$ cat config.mk
export PLATFORM = sky130hd
export DESIGN_NAME = tlb_miss_walker_flat
export DESIGN_NICKNAME = d
export VERILOG_FILES = /design/src/rtl/tlb_miss_walker_if.sv /design/src/rtl/tlb_miss_walker.sv /design/src/flat_wrapper.sv
export SDC_FILE = /design/constraint.sdc
export NUM_CORES = 1
export LEC_CHECK = 0
export BUFFER_PORTS_ARGS = -buffer_cell sky130_fd_sc_hd__buf_2
export CORE_AREA = 2 2 184 186
export CTS_BUF_LIST = sky130_fd_sc_hd__clkbuf_16
export CTS_CLUSTER_DIAMETER = 200
export DETAILED_ROUTE_END_ITERATION = 10
export DIE_AREA = 0 0 186 188
export PLACE_DENSITY = 0.61
export SLEW_MARGIN = 15
export SYNTH_ARGS = -nofsm -noshare
export SYNTH_HDL_FRONTEND = slang
export SYNTH_SLANG_ARGS = --single-unit
$ cat constraint.sdc
create_clock -name clk -period 7.05 [get_ports clk]
set_clock_uncertainty 0.15 [all_clocks]
set_input_delay 2.115 -clock clk [delete_from_list [all_inputs] [get_ports clk]]
set_output_delay 2.115 -clock clk [all_outputs]
set_load 0.01 [all_outputs]
$ cat src/rtl/tlb_miss_walker_if.sv
// Bus bundle between the page-table walker, the TLB miss port, the PTE read port
// and the TLB register-write port. The walker uses the master view.
interface tlb_miss_walker_if;
  logic        miss_i;
  logic [31:0] miss_adr_i;
  logic [15:0] miss_asid_i;
  logic [7:0]  miss_id_i;
  logic        missack_o;

  logic        mem_cyc_o;
  logic        mem_stb_o;
  logic [31:0] mem_adr_o;
  logic [63:0] mem_dat_i;
  logic        mem_ack_i;
  logic        mem_err_i;

  logic        tlb_cyc_o;
  logic        tlb_stb_o;
  logic        tlb_we_o;
  logic [7:0]  tlb_sel_o;
  logic [7:0]  tlb_adr_o;
  logic [63:0] tlb_dat_o;
  logic        tlb_ack_i;

  modport master (
    input  miss_i, miss_adr_i, miss_asid_i, miss_id_i,
    output missack_o,
    output mem_cyc_o, mem_stb_o, mem_adr_o,
    input  mem_dat_i, mem_ack_i, mem_err_i,
    output tlb_cyc_o, tlb_stb_o, tlb_we_o, tlb_sel_o, tlb_adr_o, tlb_dat_o,
    input  tlb_ack_i
  );

  modport slave (
    output miss_i, miss_adr_i, miss_asid_i, miss_id_i,
    input  missack_o,
    input  mem_cyc_o, mem_stb_o, mem_adr_o,
    output mem_dat_i, mem_ack_i, mem_err_i,
    input  tlb_cyc_o, tlb_stb_o, tlb_we_o, tlb_sel_o, tlb_adr_o, tlb_dat_o,
    output tlb_ack_i
  );
endinterface

$ cat src/rtl/tlb_miss_walker.sv
// Two-level hardware page-table walker: captures a TLB miss, reads the L1 and L0 PTEs,
// and installs the leaf translation through the TLB register-write bus, or reports a fault.
module tlb_miss_walker #(
  parameter int LOG_PAGESIZE = 13,
  parameter int NWAYS        = 4
) (
  input  logic              clk,
  input  logic              rst,
  input  logic [31:0]       ptbr,
  tlb_miss_walker_if.master bus,
  output logic              busy_o,
  output logic              fault_o,
  output logic [1:0]        fault_cause_o,
  output logic [31:0]       fault_adr_o,
  output logic [7:0]        fault_id_o
);
  localparam int PPN_W = 32 - LOG_PAGESIZE;
  localparam int WAY_W = (NWAYS > 1) ? $clog2(NWAYS) : 1;

  typedef enum logic [3:0] {
    S_IDLE, S_RD1, S_RD1_GAP, S_RD0, S_RD0_GAP,
    S_WR_LO, S_WR_LO_GAP, S_WR_HI, S_WR_HI_GAP, S_WR_CTL, S_WR_CTL_GAP,
    S_FAULT
  } state_t;

  typedef enum logic [1:0] {
    C_NONE = 2'd0, C_INVALID = 2'd1, C_BADTYPE = 2'd2, C_BUSERR = 2'd3
  } cause_t;

  state_t           r_state, w_next;
  logic [31:0]      r_adr;
  logic [15:0]      r_asid;
  logic [7:0]       r_id;
  logic [31:0]      r_base;
  logic [63:0]      r_leaf;
  logic [WAY_W-1:0] r_way;
  cause_t           r_fault_cause;
  logic [31:0]      r_fault_adr;
  logic [7:0]       r_fault_id;

  logic             w_capture, w_take_base, w_take_leaf, w_way_inc;
  cause_t           w_cause;
  logic             w_pte_v;
  logic [1:0]       w_pte_typ;
  logic [PPN_W-1:0] w_pte_ppn;
  logic [31:0]      w_l1_adr, w_l0_adr;
  logic [63:0]      w_hi_dat, w_ctl_dat;

  assign w_pte_v   = bus.mem_dat_i[0];
  assign w_pte_typ = bus.mem_dat_i[2:1];
  assign w_pte_ppn = bus.mem_dat_i[32 +: PPN_W];

  assign w_l1_adr  = ptbr + ((r_adr >> (LOG_PAGESIZE + 10)) << 3);
  assign w_l0_adr  = r_base + (((r_adr >> LOG_PAGESIZE) & 32'h0000_03FF) << 3);
  assign w_hi_dat  = (64'(r_adr >> (LOG_PAGESIZE + 9)) << 32) | 64'(r_asid);
  assign w_ctl_dat = 64'(32'h8000_0000 | (32'(r_way) << 16)
                         | ((r_adr >> LOG_PAGESIZE) & 32'h0000_FFFF));

  assign fault_cause_o = r_fault_cause;
  assign fault_adr_o   = r_fault_adr;
  assign fault_id_o    = r_fault_id;

  always_comb begin
    // NOTE: every signal written here gets a default first, so no path can infer a latch.
    w_next        = r_state;
    w_capture     = 1'b0;
    w_take_base   = 1'b0;
    w_take_leaf   = 1'b0;
    w_way_inc     = 1'b0;
    w_cause       = C_NONE;
    bus.missack_o = 1'b0;
    bus.mem_cyc_o = 1'b0;
    bus.mem_stb_o = 1'b0;
    bus.mem_adr_o = '0;
    bus.tlb_cyc_o = 1'b0;
    bus.tlb_stb_o = 1'b0;
    bus.tlb_we_o  = 1'b0;
    bus.tlb_sel_o = '0;
    bus.tlb_adr_o = '0;
    bus.tlb_dat_o = '0;
    busy_o        = (r_state != S_IDLE);
    fault_o       = 1'b0;

    case (r_state)
      S_IDLE: begin
        if (bus.miss_i) begin
          w_capture     = 1'b1;
          // Reset holds every output low even while a miss is pending.
          bus.missack_o = !rst;
          w_next        = S_RD1;
        end
      end
      S_RD1: begin
        bus.mem_cyc_o = 1'b1;
        bus.mem_stb_o = 1'b1;
        bus.mem_adr_o = w_l1_adr;
        if (bus.mem_err_i)           w_cause = C_BUSERR;
        else if (bus.mem_ack_i) begin
          if (!w_pte_v)              w_cause = C_INVALID;
          else if (w_pte_typ != 2'd1) w_cause = C_BADTYPE;
          else begin
            w_take_base = 1'b1;
            w_next      = S_RD1_GAP;
          end
        end
      end
      S_RD1_GAP: w_next = S_RD0;
      S_RD0: begin
        bus.mem_cyc_o = 1'b1;
        bus.mem_stb_o = 1'b1;
        bus.mem_adr_o = w_l0_adr;
        if (bus.mem_err_i)           w_cause = C_BUSERR;
        else if (bus.mem_ack_i) begin
          if (!w_pte_v)              w_cause = C_INVALID;
          else if (w_pte_typ != 2'd0) w_cause = C_BADTYPE;
          else begin
            w_take_leaf = 1'b1;
            w_next      = S_RD0_GAP;
          end
        end
      end
      S_RD0_GAP: w_next = S_WR_LO;
      S_WR_LO, S_WR_HI, S_WR_CTL: begin
        bus.tlb_cyc_o = 1'b1;
        bus.tlb_stb_o = 1'b1;
        bus.tlb_we_o  = 1'b1;
        bus.tlb_sel_o = 8'hFF;
        if (r_state == S_WR_LO) begin
          bus.tlb_adr_o = 8'h00;
          bus.tlb_dat_o = r_leaf;
          if (bus.tlb_ack_i) w_next = S_WR_LO_GAP;
        end else if (r_state == S_WR_HI) begin
          bus.tlb_adr_o = 8'h08;
          bus.tlb_dat_o = w_hi_dat;
          if (bus.tlb_ack_i) w_next = S_WR_HI_GAP;
        end else begin
          bus.tlb_adr_o = 8'h20;
          bus.tlb_dat_o = w_ctl_dat;
          if (bus.tlb_ack_i) begin
            w_way_inc = 1'b1;
            w_next    = S_WR_CTL_GAP;
          end
        end
      end
      S_WR_LO_GAP:  w_next = S_WR_HI;
      S_WR_HI_GAP:  w_next = S_WR_CTL;
      S_WR_CTL_GAP: w_next = S_IDLE;
      S_FAULT: begin
        fault_o = 1'b1;
        w_next  = S_IDLE;
      end
      default: w_next = S_IDLE;
    endcase

    if (w_cause != C_NONE) w_next = S_FAULT;
  end

  always_ff @(posedge clk or posedge rst) begin
    if (rst) begin
      r_state       <= S_IDLE;
      r_adr         <= '0;
      r_asid        <= '0;
      r_id          <= '0;
      r_base        <= '0;
      r_leaf        <= '0;
      r_way         <= '0;
      r_fault_cause <= C_NONE;
      r_fault_adr   <= '0;
      r_fault_id    <= '0;
    end else begin
      // NOTE: non-blocking assignments so every register samples the pre-edge values.
      r_state <= w_next;
      if (w_capture) begin
        r_adr  <= bus.miss_adr_i;
        r_asid <= bus.miss_asid_i;
        r_id   <= bus.miss_id_i;
      end
      if (w_take_base) r_base <= {w_pte_ppn, {LOG_PAGESIZE{1'b0}}};
      if (w_take_leaf) r_leaf <= bus.mem_dat_i;
      if (w_way_inc)
        r_way <= (r_way == WAY_W'(NWAYS - 1)) ? '0 : r_way + WAY_W'(1);
      if (w_cause != C_NONE) begin
        r_fault_cause <= w_cause;
        r_fault_adr   <= r_adr;
        r_fault_id    <= r_id;
      end
    end
  end
endmodule

$ cat src/flat_wrapper.sv
// flat-port wrapper written by rule: the top's interface ports become plain ports
module tlb_miss_walker_flat 
#(
  parameter int LOG_PAGESIZE = 13,
  parameter int NWAYS        = 4
)
  (clk, rst, ptbr, busy_o, fault_o, fault_cause_o, fault_adr_o, fault_id_o, bus_miss_i, bus_miss_adr_i, bus_miss_asid_i, bus_miss_id_i, bus_missack_o, bus_mem_cyc_o, bus_mem_stb_o, bus_mem_adr_o, bus_mem_dat_i, bus_mem_ack_i, bus_mem_err_i, bus_tlb_cyc_o, bus_tlb_stb_o, bus_tlb_we_o, bus_tlb_sel_o, bus_tlb_adr_o, bus_tlb_dat_o, bus_tlb_ack_i);
  tlb_miss_walker_if bus_i ();
  input  logic clk;
  input  logic rst;
  input  logic [31:0] ptbr;
  output logic busy_o;
  output logic fault_o;
  output logic [1:0] fault_cause_o;
  output logic [31:0] fault_adr_o;
  output logic [7:0] fault_id_o;
  input wire logic [$bits(bus_i.miss_i)-1:0] bus_miss_i;
  input wire logic [$bits(bus_i.miss_adr_i)-1:0] bus_miss_adr_i;
  input wire logic [$bits(bus_i.miss_asid_i)-1:0] bus_miss_asid_i;
  input wire logic [$bits(bus_i.miss_id_i)-1:0] bus_miss_id_i;
  output wire logic [$bits(bus_i.missack_o)-1:0] bus_missack_o;
  output wire logic [$bits(bus_i.mem_cyc_o)-1:0] bus_mem_cyc_o;
  output wire logic [$bits(bus_i.mem_stb_o)-1:0] bus_mem_stb_o;
  output wire logic [$bits(bus_i.mem_adr_o)-1:0] bus_mem_adr_o;
  input wire logic [$bits(bus_i.mem_dat_i)-1:0] bus_mem_dat_i;
  input wire logic [$bits(bus_i.mem_ack_i)-1:0] bus_mem_ack_i;
  input wire logic [$bits(bus_i.mem_err_i)-1:0] bus_mem_err_i;
  output wire logic [$bits(bus_i.tlb_cyc_o)-1:0] bus_tlb_cyc_o;
  output wire logic [$bits(bus_i.tlb_stb_o)-1:0] bus_tlb_stb_o;
  output wire logic [$bits(bus_i.tlb_we_o)-1:0] bus_tlb_we_o;
  output wire logic [$bits(bus_i.tlb_sel_o)-1:0] bus_tlb_sel_o;
  output wire logic [$bits(bus_i.tlb_adr_o)-1:0] bus_tlb_adr_o;
  output wire logic [$bits(bus_i.tlb_dat_o)-1:0] bus_tlb_dat_o;
  input wire logic [$bits(bus_i.tlb_ack_i)-1:0] bus_tlb_ack_i;
  assign bus_i.miss_i = bus_miss_i;
  assign bus_i.miss_adr_i = bus_miss_adr_i;
  assign bus_i.miss_asid_i = bus_miss_asid_i;
  assign bus_i.miss_id_i = bus_miss_id_i;
  assign bus_missack_o = bus_i.missack_o;
  assign bus_mem_cyc_o = bus_i.mem_cyc_o;
  assign bus_mem_stb_o = bus_i.mem_stb_o;
  assign bus_mem_adr_o = bus_i.mem_adr_o;
  assign bus_i.mem_dat_i = bus_mem_dat_i;
  assign bus_i.mem_ack_i = bus_mem_ack_i;
  assign bus_i.mem_err_i = bus_mem_err_i;
  assign bus_tlb_cyc_o = bus_i.tlb_cyc_o;
  assign bus_tlb_stb_o = bus_i.tlb_stb_o;
  assign bus_tlb_we_o = bus_i.tlb_we_o;
  assign bus_tlb_sel_o = bus_i.tlb_sel_o;
  assign bus_tlb_adr_o = bus_i.tlb_adr_o;
  assign bus_tlb_dat_o = bus_i.tlb_dat_o;
  assign bus_i.tlb_ack_i = bus_tlb_ack_i;
  tlb_miss_walker #(.LOG_PAGESIZE(LOG_PAGESIZE), .NWAYS(NWAYS)) u_core (.clk(clk), .rst(rst), .ptbr(ptbr), .bus(bus_i), .busy_o(busy_o), .fault_o(fault_o), .fault_cause_o(fault_cause_o), .fault_adr_o(fault_adr_o), .fault_id_o(fault_id_o));
endmodule
==> flow_summary_export.csv <==
group,metric,value,unit
pwr,power_switching,1.608,mW
pwr,sw_frac_of_total,0.3605,
yosys,synth-seq-cells,187,
clocking,cts_buffers,17,
floorplanning,die_x,186,um
place,placed_cells,1476,
sta,grt_setup_unrepaired,"false",
yosys,muxShareOfSynthArea,0.2167,
sta,maxSlewHeadroom,0.3163,
floorplanning,ios,320,
sta,hold_ws,327.6,ps
critical_path,cp_slowest_cell,"fa_1",
yosys,synth_cells,757,
hold_path,hold-path-cell-count,1,
critical_path,path_buf_inv,3,
sta,tns,0,ps
layout,area_growth,26.64,%
run,cap_violations,0,
pwr,total_leakage_power,5.826,nW
pwr,combPwrFrac,0.364,
critical_path,r2r_setup_slack,4190,ps
yosys,synth_top_family_by_area,"multiplexers",
sta,fmax,149.0,MHz
pwr,internal_power,2.852,mW
hold_path,hp-start,"u_core.r_leaf[0]",
detailed_routing,ant_nets,0,
yosys,synthAdderAreaFrac,0.01587,
layout,fillers,3441,
detailed_routing,wirelength,27940,um
hold_path,holdPathEnd,"u_core.r_leaf[0]",
clocking,clock_sinks,187,
floorplanning,core_region_area,33110,um^2
layout,layout.nets,1216,
layout,final_util,0.3497,
critical_path,crit_path_end_kind,"primary output",
layout,drive_gt1_frac,0.5160,
floorplanning,initial_core_util,0.2761,
floorplanning,die_y,188,um
yosys,synthXorXnorAreaFrac,0.02395,
yosys,syn_avg_cell_area,12.08,um^2
pwr,power_frac_seq,0.426,
global_routing,track_usage,0.1620,
yosys,yosysSeqAreaShare,0.5118,
clocking,ctsResizeCount,0,
pwr,p_total,4.459,mW
clocking,clk_latency,440,ps
hold_path,hp-class,"flop to flop",
clocking,cts_tree,"built",
yosys,synth-edff-count,0,
pwr,peakVddDrop,258.4,uV
clocking,clk_pin_slew,70,ps
detailed_routing,drc_errors,0,
global_routing,grt_start_max_net_pins,77,
sta,setup_viol,0,
critical_path,critical_path_peak_fanout,9,
clocking,post_cts_buffers,0,
place,numPortBuffers,313,
global_routing,antenna_found_initial,4,
critical_path,crit_family,"compound AO/OA/AOI/OAI gates",
detailed_routing,vias,6931,
detailed_routing,viasPerCell,4.596,
global_routing,grt-ovfl-total,0,
clocking,htree_levels,4,
critical_path,crit_top_cell,"buf_2",
critical_path,cp.arrival,4450,ps
critical_path,crit_required,4790,ps
yosys,synthesis.area,9144,um^2
critical_path,rr_startpoint,"u_core.r_state[0]",
sta,worst_slew_pin_slew,1026,ps
sta,min_period,6712,ps
critical_path,r2r-end,"u_core.r_leaf[41]",
critical_path,crit_type,"input port to primary output",
sta,final-hold-violation-count,0,
yosys,synth-simple-area-share,0.1095,
detailed_routing,routedWlPerCell,18.53,um
yosys,ys_async_sr_fraction,1.000,
yosys,synth_compound_area_frac,0.07526,
yosys,synth_top_flop_cell,"dfrtp_1",
floorplanning,std_cell_rows,67,
detailed_routing,drt_iter0_drc,250,
clocking,cts_max_path_buffers,2,
yosys,synth-warning-count,0,
run_status,outcome,"completed",
critical_path,ff2ff_path_depth,5,
place,dp_hpwl,20660,um
global_routing,grt_pass1_vias,7241,
global_routing,grt_pass1_wl,42220,um
critical_path,crit_chain,"buf_2 -> ha_1 -> inv_1 -> fa_1 -> nand2b_1 -> a21oi_1 -> o211ai_1 -> nand3_2 -> nand4_1 -> xor2_1 -> o21ai_0 -> buf_2",
pwr,power_density,385.1,nW/um^2
critical_path,crit_path_start_kind,"input port",
sta,final.period_utilization,0.9520,
place,gp_congestion,0.7720,
layout,diodes,0,
clocking,root_buffer,"clkbuf_16",
sta,slew_violations,0,
pwr,p_clk_frac,0.209,
yosys,synth_cell_type_count,58,
critical_path,crit_path_max_incr_delay,380,ps
detailed_routing,drt_first_pass_iters,4,
clocking,postCtsHoldBufs,0,
layout,final_cells,1508,
floorplanning,die_area,34970,um^2
[synthesized netlist by cell type, drive strengths merged, types with 4 or more instances]
cell    number  share of area
xor2        11          0.011
and2        40          0.027
nand3       13         0.0090
dfrtp      187           0.51
buf         44          0.036
mux2       176           0.22
ha          10          0.014
clkbuf      11         0.0045
nor2b        8         0.0055
nor3         7         0.0068
nor2        22         0.0093
a22o        11          0.011
xnor2       14          0.013
nand4        4         0.0027
nand2b       7         0.0048
and3         4         0.0033
nand2       75          0.032
o21ai       35          0.020
a22oi       18          0.015
a21o         6         0.0049
a21oi        7         0.0038
inv         15         0.0062
[worst max-delay path by stage]
stage	from	endpoint	slack, ps	cells past startpoint
2_1_floorplan	ptbr[3]	bus_mem_adr_o[31]	880	10
3_3_place_gp	ptbr[3]	bus_mem_adr_o[31]	430	12
3_5_place_dp	ptbr[3]	bus_mem_adr_o[25]	320	12
4_1_cts	ptbr[3]	bus_mem_adr_o[25]	320	12
5_1_grt	ptbr[3]	bus_mem_adr_o[27]	120	12
6_report	ptbr[3]	bus_mem_adr_o[25]	340	12
[registers in the layout, indices dropped and copies added (netlist names)]
register and count:
u_core.r_way 2, u_core.r_asid 16, u_core.r_adr 32, u_core.r_id 8
u_core.fault_adr_o 32, u_core.fault_id_o 8, u_core.fault_cause_o 2, u_core.r_state 4
u_core.r_base 19, u_core.r_leaf 64
[cell families (layout without fill, tap and decap cells)]
group / count (synthesis) / after routing
DFF: 187 / 187
muxes: 176 / 176
adders and majority gates: 11 / 11
AOI/OAI and AO/OA: 99 / 99
and+or+nand+nor: 188 / 188
other: 1 / 6
xor gates and xnor gates: 25 / 25
buffers and inverters: 70 / 368
[placed cells by master (no fill, tap or decap), types with 3 or more instances in the layout]
master / instances
a211oi_1: 3
a21o_1: 6
a21oi_1: 7
a22o_1: 11
a22oi_1: 18
and2_1: 39
and3_1: 3
buf_2: 313
buf_4: 7
clkbuf_16: 17
clkinv_2: 7
conb_1: 6
dfrtp_1: 187
ha_1: 10
inv_1: 14
inv_6: 4
mux2_2: 175
nand2_1: 74
nand2b_1: 7
nand3_1: 10
nand4_1: 4
nor2_1: 19
nor2b_1: 8
nor3_1: 4
nor3_4: 3
o21ai_0: 33
o22a_1: 3
xnor2_1: 14
xor2_1: 11
[final cells by class]
cell class | count | area (um^2) | area share
clock buffer | 17 | 425.4 | 0.03674
sequential | 187 | 4679 | 0.4041
multi-input combinational | 505 | 4094 | 0.3535
inverter | 15 | 60.06 | 0.005186
clock inverter | 15 | 121.4 | 0.01048
tap | 448 | 560.5 | 0.04841
timing repair buffer | 321 | 1639 | 0.1415
[power by group through the flow]
stage	Sequential, mW	Clock (mW)	Combinational (mW)
after CTS	1.91	0.972	1.65
after global routing	1.97	1.01	1.79
after global placement	1.91	0	1.61
after floorplan	1.83	0	1.12
after detailed placement	1.93	0	1.65
final	1.90	0.934	1.62
[routing by layer]
metal | wire (um) | GRT usage | up-vias
met4 | 429 | 0.04422 | 8
met2 | 13440 | 0.2731 | 255
met1 | 11930 | 0.1988 | 3424
li1 | - | - | 3208
met5 | 50 | 0 | -
met3 | 2085 | 0.05069 | 36
[per-stage QoR]
| step | setup slack [ps] | cell area (um^2) |
|---|---|---|
| floorplan | 877.7 | 9166 |
| global placement | 430.3 | 11030 |
| detailed placement | 321.5 | 11030 |
| CTS | 324.2 | 11580 |
| global route | 124.1 | 11580 |
| finish | 338.3 | 11580 |
Note: power is estimated with default switching activity, not from simulation.
